### src/rtl/dcm_reset_sequencer.sv
// rtl/dcm_reset_sequencer.sv - DCM reset/lock sequencer with timeout, retries and settle window (optional DCMSEQ_RELOCK_EN)
module dcm_reset_sequencer #(
    parameter int RST_CYCLES    = 8,
    parameter int LOCK_TIMEOUT  = 65535,
    parameter int SETTLE_CYCLES = 16,
    parameter int MAX_RETRIES   = 3,
    parameter int CNT_WIDTH     = 16
) (
    input  logic       clock,
    input  logic       reset,
    input  logic       restart,
    input  logic       locked,
    output logic       dcm_reset,
    output logic       sys_reset,
    output logic       ready,
    output logic       fault,
    output logic [3:0] retry_count,
    output logic [7:0] relock_count
);

    // State code carries the outputs directly in bits [3:0] as
    // {dcm_reset, sys_reset, ready, fault}; bit 4 only separates SETTLE
    // from WAIT_LOCK. Outputs are therefore glitch-free register bits.
    typedef enum logic [4:0] {
        HOLD_RST  = 5'b0_1100,
        WAIT_LOCK = 5'b0_0100,
        SETTLE    = 5'b1_0100,
        RUN       = 5'b0_0010,
        FAULT     = 5'b0_1101
    } state_t;

    localparam logic [CNT_WIDTH-1:0] RST_LAST    = CNT_WIDTH'(RST_CYCLES - 1);
    localparam logic [CNT_WIDTH-1:0] TIMEOUT_LAST = CNT_WIDTH'(LOCK_TIMEOUT - 1);
    localparam logic [CNT_WIDTH-1:0] SETTLE_LAST = CNT_WIDTH'(SETTLE_CYCLES - 1);
    localparam logic [3:0]           RETRY_LIMIT = 4'(MAX_RETRIES);

    state_t                 state;
    logic [CNT_WIDTH-1:0]   cnt;
    logic [3:0]             retry;
    logic                   locked_m;
    logic                   locked_s;

    assign dcm_reset   = state[3];
    assign sys_reset   = state[2];
    assign ready       = state[1];
    assign fault       = state[0];
    assign retry_count = retry;

    // Two-flop synchroniser for the asynchronous DCM lock indication
    always_ff @(posedge clock) begin
        if (reset) begin
            locked_m <= 1'b0;
            locked_s <= 1'b0;
        end else begin
            locked_m <= locked;
            locked_s <= locked_m;
        end
    end

    // Sequencer: hold RST, wait for lock with timeout/retry, settle, run
    always_ff @(posedge clock) begin
        if (reset || restart) begin
            state <= HOLD_RST;
            cnt   <= '0;
            retry <= 4'd0;
        end else begin
            case (state)
                HOLD_RST: begin
                    if (cnt == RST_LAST) begin
                        state <= WAIT_LOCK;
                        cnt   <= '0;
                    end else begin
                        cnt <= cnt + 1'b1;
                    end
                end
                WAIT_LOCK: begin
                    if (locked_s) begin
                        state <= SETTLE;
                        cnt   <= '0;
                    end else if (cnt == TIMEOUT_LAST) begin
                        cnt <= '0;
                        if (retry == RETRY_LIMIT) begin
                            state <= FAULT;
                        end else begin
                            retry <= retry + 4'd1;
                            state <= HOLD_RST;
                        end
                    end else begin
                        cnt <= cnt + 1'b1;
                    end
                end
                SETTLE: begin
                    // Any glitch in lock restarts the timeout without costing a retry
                    if (!locked_s) begin
                        state <= WAIT_LOCK;
                        cnt   <= '0;
                    end else if (cnt == SETTLE_LAST) begin
                        state <= RUN;
                        cnt   <= '0;
                    end else begin
                        cnt <= cnt + 1'b1;
                    end
                end
                RUN: begin
                    if (!locked_s) begin
`ifdef DCMSEQ_RELOCK_EN
                        state <= HOLD_RST;
                        cnt   <= '0;
                        retry <= 4'd0;
`else
                        state <= FAULT;
`endif
                    end
                end
                FAULT: begin
                    state <= FAULT;
                end
                default: begin
                    state <= HOLD_RST;
                    cnt   <= '0;
                    retry <= 4'd0;
                end
            endcase
        end
    end

`ifdef DCMSEQ_RELOCK_EN
    logic [7:0] relock;

    // Count lock-loss recoveries from RUN, saturating; restart takes priority
    always_ff @(posedge clock) begin
        if (reset) begin
            relock <= 8'd0;
        end else if (!restart && state == RUN && !locked_s && relock != 8'hFF) begin
            relock <= relock + 8'd1;
        end
    end

    assign relock_count = relock;
`else
    assign relock_count = 8'd0;
`endif

endmodule

### config.mk
export PLATFORM = sky130hd
export DESIGN_NAME = dcm_reset_sequencer
export DESIGN_NICKNAME = d
export VERILOG_FILES = /design/src/rtl/dcm_reset_sequencer.sv
export SDC_FILE = /design/constraint.sdc
export NUM_CORES = 1
export LEC_CHECK = 0
export BUFFER_PORTS_ARGS = -buffer_cell sky130_fd_sc_hd__buf_2
export CELL_PAD_IN_SITES_DETAIL_PLACEMENT = 0
export CELL_PAD_IN_SITES_GLOBAL_PLACEMENT = 1
export CORE_AREA = 2 2 65 67
export CTS_BUF_LIST = sky130_fd_sc_hd__clkbuf_4
export DETAILED_ROUTE_END_ITERATION = 12
export DIE_AREA = 0 0 67 69
export GPL_TIMING_DRIVEN = 0
export HOLD_SLACK_MARGIN = 0.08
export PLACE_DENSITY = 0.85
export SYNTH_ARGS = -nofsm -noshare
export SYNTH_HDL_FRONTEND = slang
export SYNTH_SLANG_ARGS = --single-unit
### constraint.sdc
create_clock -name clock -period 2 [get_ports clock]
set_clock_uncertainty 0.15 [all_clocks]
set_input_delay 0.4 -clock clock [delete_from_list [all_inputs] [get_ports clock]]
set_output_delay 0.4 -clock clock [all_outputs]
set_load 0.1 [all_outputs]
# ---- After elaboration in Yosys (flattened, before gate mapping)
# Index checks and enable logic that the tools add are counted.
dict set report classes {
  n_addsub 2
  eq_ne 16
  n_mux 18
  bitwise 1
  n_reduce_logical 5
}
# operator count
set op_table {}
lappend op_table {{16-bit 2-to-1 mux} 5}
lappend op_table {{16-bit one-hot mux with 4 select lines} 1}
lappend op_table {{5-bit 2-to-1 mux} 6}
lappend op_table {{5-bit one-hot mux with 5 select lines} 1}
lappend op_table {{16-bit by 1-bit adder with 16-bit output, second input constant} 1}
lappend op_table {{16-bit equality test, second input constant} 1}
lappend op_table {{16-bit by 3-bit equality test with 1-bit output, second input constant} 1}
lappend op_table {{16-bit by 4-bit equality test with 1-bit output, second input constant} 1}
lappend op_table {{4-bit 2-to-1 mux} 3}
lappend op_table {{5-bit by 4-bit equality test with 1-bit output, second input constant} 2}
lappend op_table {{2-bit inequality test, second input constant} 5}
lappend op_table {{4-bit one-hot mux with 2 select lines} 1}
lappend op_table {{4-bit AND reduction} 2}
lappend op_table {{3-bit inequality test, second input constant} 2}
lappend op_table {{5-bit by 2-bit equality test with 1-bit output, second input constant} 1}
lappend op_table {{5-bit by 3-bit equality test with 1-bit output, second input constant} 1}
lappend op_table {{5-bit equality test, second input constant} 1}
lappend op_table {{4-bit by 1-bit adder with 4-bit output, second input constant} 1}
lappend op_table {{4-bit by 2-bit equality test with 1-bit output, second input constant} 1}
lappend op_table {{4-bit OR reduction} 1}
lappend op_table {{2-bit OR reduction} 1}
lappend op_table {{1-bit logical OR} 1}
lappend op_table {{1-bit 2-to-1 mux} 1}
lappend op_table {{1-bit inverter} 1}
dict set report word_totals {
  regBits 27
  out_inout_bits 16
  elab_cells 47
}

# ---- Depth between registers and ports, before layout
dict set report logic_depth {
  ltp_word 5
  ltp_mapped 8
}

# ---- Worst setup path after synthesis
# No wires, ideal clock.
dict set report synth_path {
  path_type {register -> register}
  from {reg state[0]}
  to {reg cnt[9]}
  arrival_ps 2302
  required_ps 1735
  setup_slack_ps -567
  path_stages_with_launch 8
  path_cell_list {dfxtp_1 > clkbuf_1 > nor3_1 > nand3_1 > a31oi_1 > o41ai_2 > buf_6 > nor2_1}
}
dict set report synth_between {
  elab_chain_len 3
}
# item line_no
set synth_lines {}
lappend synth_lines {{start: declaration} 37} ;# state_t state;
lappend synth_lines {{start signal: assignment} 63} ;# state <= HOLD_RST;
lappend synth_lines {{start signal: assignment} 70} ;# state <= WAIT_LOCK;
lappend synth_lines {{start signal: assignment} 78} ;# state <= SETTLE;
lappend synth_lines {{5-bit by 2-bit equality test with 1-bit output or 5-bit by 4-bit equality test with 1-bit output (tied branches)} 67} ;# case (state)
lappend synth_lines {{2-bit OR reduction (no line)} -}
lappend synth_lines {{16-bit one-hot mux with 4 select lines} 67}
lappend synth_lines {{end signal: assignment} 73} ;# cnt <= cnt + 1'b1;
lappend synth_lines {{end signal: assignment} 89} ;# cnt <= cnt + 1'b1;
lappend synth_lines {{end signal: assignment} 101} ;# cnt <= cnt + 1'b1;
lappend synth_lines {{end: declaration} 38} ;# logic [CNT_WIDTH-1:0] cnt;
# Several ways; a longest one is shown, not always the timed one.
# A chain may end at the register's enable or synchronous reset.

# ---- Worst setup path in the final report
dict set report layout_path {
  from {reg cnt[5]}
  to {reg cnt[1]}
}
dict set report layout_between {
  elab_chain_len 4
}
# item line_no
set layout_lines {}
lappend layout_lines {{16-bit by 4-bit equality test with 1-bit output or 16-bit equality test (tied branches)} {97, 80}}
lappend layout_lines {{16-bit 2-to-1 mux, on equally long branches} {97, 80}}
lappend layout_lines {{16-bit 2-to-1 mux, on equally long branches} {94, 77}}
lappend layout_lines {{16-bit one-hot mux with 4 select lines (*)} 67}
# Every way passes the cells marked *; elsewhere a longest branch is shown, timed or not.

==> run_results.csv <==
group,metric,value,unit
worst_setup_path,critPathLaunch,"cnt[5]",
synthesis,synth_area,1510,um^2
worst_setup_path,cp_common_cell,"and4_4",
floorplan,rows,23,
timing,fmax,508,MHz
clock_tree,clock-sinks,27,
worst_setup_path,r2r-start,"cnt[5]",
pwr,p_per_area,458,nW/um^2
routing,vias_per_cell,5.04,
routing,routedWlPerCell,12.4,um
floorplan,core,3910,um^2
clock_tree,cts_root_buf,"clkbuf_4",
worst_setup_path,cp-end-kind,"flip-flop",
timing,rsz0062_at_grt,"true",
worst_setup_path,path_cells,"and4_4, buf_6, and4_4, nor3_4, or3_4, a32o_1",
worst_setup_path,worst_ep_required_time,2.09,ns
worst_setup_path,cpPeakStageDelay,0.44,ns
clock_tree,h-tree-depth,1,
routing,ant_nets,0,
floorplan,initial_core_util,38.7,%
worst_setup_path,critPathKind,"reg -> reg",
worst_setup_path,endpoint,"cnt[1]",
worst_setup_path,worstReg2RegEnd,"cnt[1]",
worst_setup_path,cp-start-kind,"flip-flop",
layout,seq_area,586,um^2
global_routing,grt_first_pass_wirelength,5.79,mm
pwr,p_leak,0.728,nW
clock_tree,cts_hold_buf,0,
worst_setup_path,slowest_stage,"or3_4",
synthesis,synth-seq-cells,27,
synthesis,syn_area_per_cell,8.36,um^2
timing,maxSlewViolCount,0,
layout,layout_common_cells,"22 x nor2_1, 18 x buf_4, 11 x nand2_1, 11 x buf_2, 10 x xnor2_1",
synthesis,yosys.area.top_type,"dfxtp_1",
timing,hold_violations,0,
clock_tree,worst_skew_pair.late_latency,0.34,ns
timing,fin_ws,0.0314,ns
clock_tree,clockBufferDepth,2,
worst_setup_path,cp_num_cells,6,
synthesis,synth_top_area_share,35.7,%
min_path,min_path_type,"in -> reg",
synthesis,yosys_warnings,0,
worst_setup_path,crit_path_max_fanout,8,
routing,wirelength,3.26,mm
global_routing,grt_max_degree,16,
layout,layout-drive-gt1-share,38.5,%
pwr,ir_drop,0.280,mV
clock_tree,cts-buffers-inserted,3,
synthesis,syn_inst,181,
job,cap_violations,0,
routing,drcViolationCount,0,
layout,design_area,1970,um^2
synthesis,synthTopCellsByArea,"dfxtp_1 36%, xnor2_1 5.8%, nor2_1 5.5%",
layout,multi_input_area,1000,um^2
pwr,p_total,0.903,mW
placement,dpl_cell_area,1760,um^2
layout,fillers,380,
timing,period_minus_slack,1.97,ns
floorplan,ios,20,
synthesis,synth-seq-area-share,35.7,%
global_routing,track_usage,15.5,%
floorplan,dieWidth,67,um
clock_tree,cts.clk_slew.worst_paths,0.16,ns
placement,io_buffers,11,
timing,fin_crit_sh,98.4,%
layout,nets,221,
status,status,"finished clean",
layout,syn_to_final_growth,30.3,%
layout,final_common_cell,"nor2_1",
placement,gp_routability_congestion,0.746,
worst_setup_path,rr_worst_depth,6,
routing,drt_iter0_drc,73,
placement,dp_hpwl,2.21,mm
layout,diodes,0,
worst_setup_path,crit_buf_inv,1,
worst_setup_path,regToRegSetupSlack,0.03,ns
worst_setup_path,crit_family,"simple AND/OR/NAND/NOR gates",
global_routing,grt_overflow,0,
routing,vias,1326,
clock_tree,cts_tree,"done",
floorplan,die_y,69,um
timing,finalSetupViolCount,0,
floorplan,die_area,4620,um^2
global_routing,grt_pass1_vias,1270,
synthesis,synthDistinctLibCells,43,
global_routing,antenna_found_initial,0,
routing,firstDrtPassIters,4,
placement,pre_cts_ws,-0.230,ns
worst_setup_path,worstPathArrival,2.06,ns
area by class of cell:
cell class	instances	area share [%]
plain buffers	15	6.40
clock buffers	3	1.14
clock inverters	1	0.254
inverters	3	0.698
multi-input cells	141	50.9
flip-flops and latches	27	29.7
well taps	50	3.17
repair buffers	23	7.74
how the worst min path moves through the flow:
stage                  start       end  slack (ns)  cells after the start
global placement    locked_m  locked_s        0.27                      1
global route           reset  locked_s        0.09                      2
CTS                    reset  locked_m        0.09                      2
finish                 reset  locked_m         0.1                      2
floorplan           locked_m  locked_s        0.26                      1
detailed placement  locked_m  locked_s        0.28                      1
logic make-up after synthesis:
| logic type | share of synthesized area (%) |
|---|---|
| AO/OA/AOI/OAI | 11.2 |
| XOR/XNOR | 8.10 |
| adder cells (fa/ha/maj) | 2.48 |
| buffers and inverters | 8.18 |
| flip-flops | 35.7 |
| other | 0.248 |
| AND/OR/NAND/NOR | 34.0 |
sequential cells by signal (all words and copies together), names as in the netlist:
| signal | cells |
|---|---|
| cnt | 16 |
| retry_count | 4 |
| locked_m | 1 |
| locked_s | 1 |
| state | 5 |
report_power, final:
part	switching (mW)	total, mW	internal [mW]
Sequential	0.00536	0.536	0.531
Clock	0.173	0.248	0.0752
Combinational	0.0878	0.118	0.0305
repair_timing:
item,CTS,global route
gates resized for setup,20,13
setup endpoints to repair,17,22
pin swaps,8,4
setup buffers,8,5
hold endpoints to repair,0,0
cells in the mapped netlist:
cell type,n
dfxtp_1,27
and2_1,1
and4_1,4
xor2_1,4
nand2_1,11
clkbuf_1,4
a31oi_1,3
nand3_1,7
nor3_1,8
buf_6,2
o21a_1,1
nor3_2,2
o21ai_0,4
o22ai_1,2
and3b_1,1
nor2b_1,7
buf_2,3
a21oi_1,4
a21o_1,1
nand4_1,8
o211ai_1,2
o41ai_1,2
nor2_2,2
and3_1,3
or2_2,2
o41ai_2,1
or3_1,3
nand4b_1,1
a21boi_1,1
nand3b_1,1
xnor2_1,10
a32o_1,1
inv_1,3
nor4_1,2
nor3b_1,4
and4_4,1
o22a_1,1
ha_1,3
or4b_1,2
conb_1,1
a21oi_2,1
buf_4,8
nor2_1,22
metrics by stage:
stage / util (%) / setup TNS (ns) / hold slack, ns / cells
floorplan: - / 0 / 0.264 / 188
global placement: 45.0 / -2.19 / 0.273 / 249
detailed placement: 45.0 / -2.31 / 0.277 / 249
CTS: 49.0 / -0.00771 / 0.0878 / 260
global route: 50.4 / -0.0716 / 0.0856 / 263
finish: 50.4 / 0 / 0.0978 / 263
routing by layer:
| layer | share of wire, % | GRT usage, % | vias up |
|---|---|---|---|
| li1 | - | - | 694 |
| met1 | 50 | 23.6 | 609 |
| met2 | 46 | 23.1 | 18 |
| met3 | 2.5 | 1.47 | 5 |
| met4 | 1.5 | 4.08 | 0 |
| met5 | 0 | 0 | - |
No activity file was read; power rests on OpenSTA's default activity.
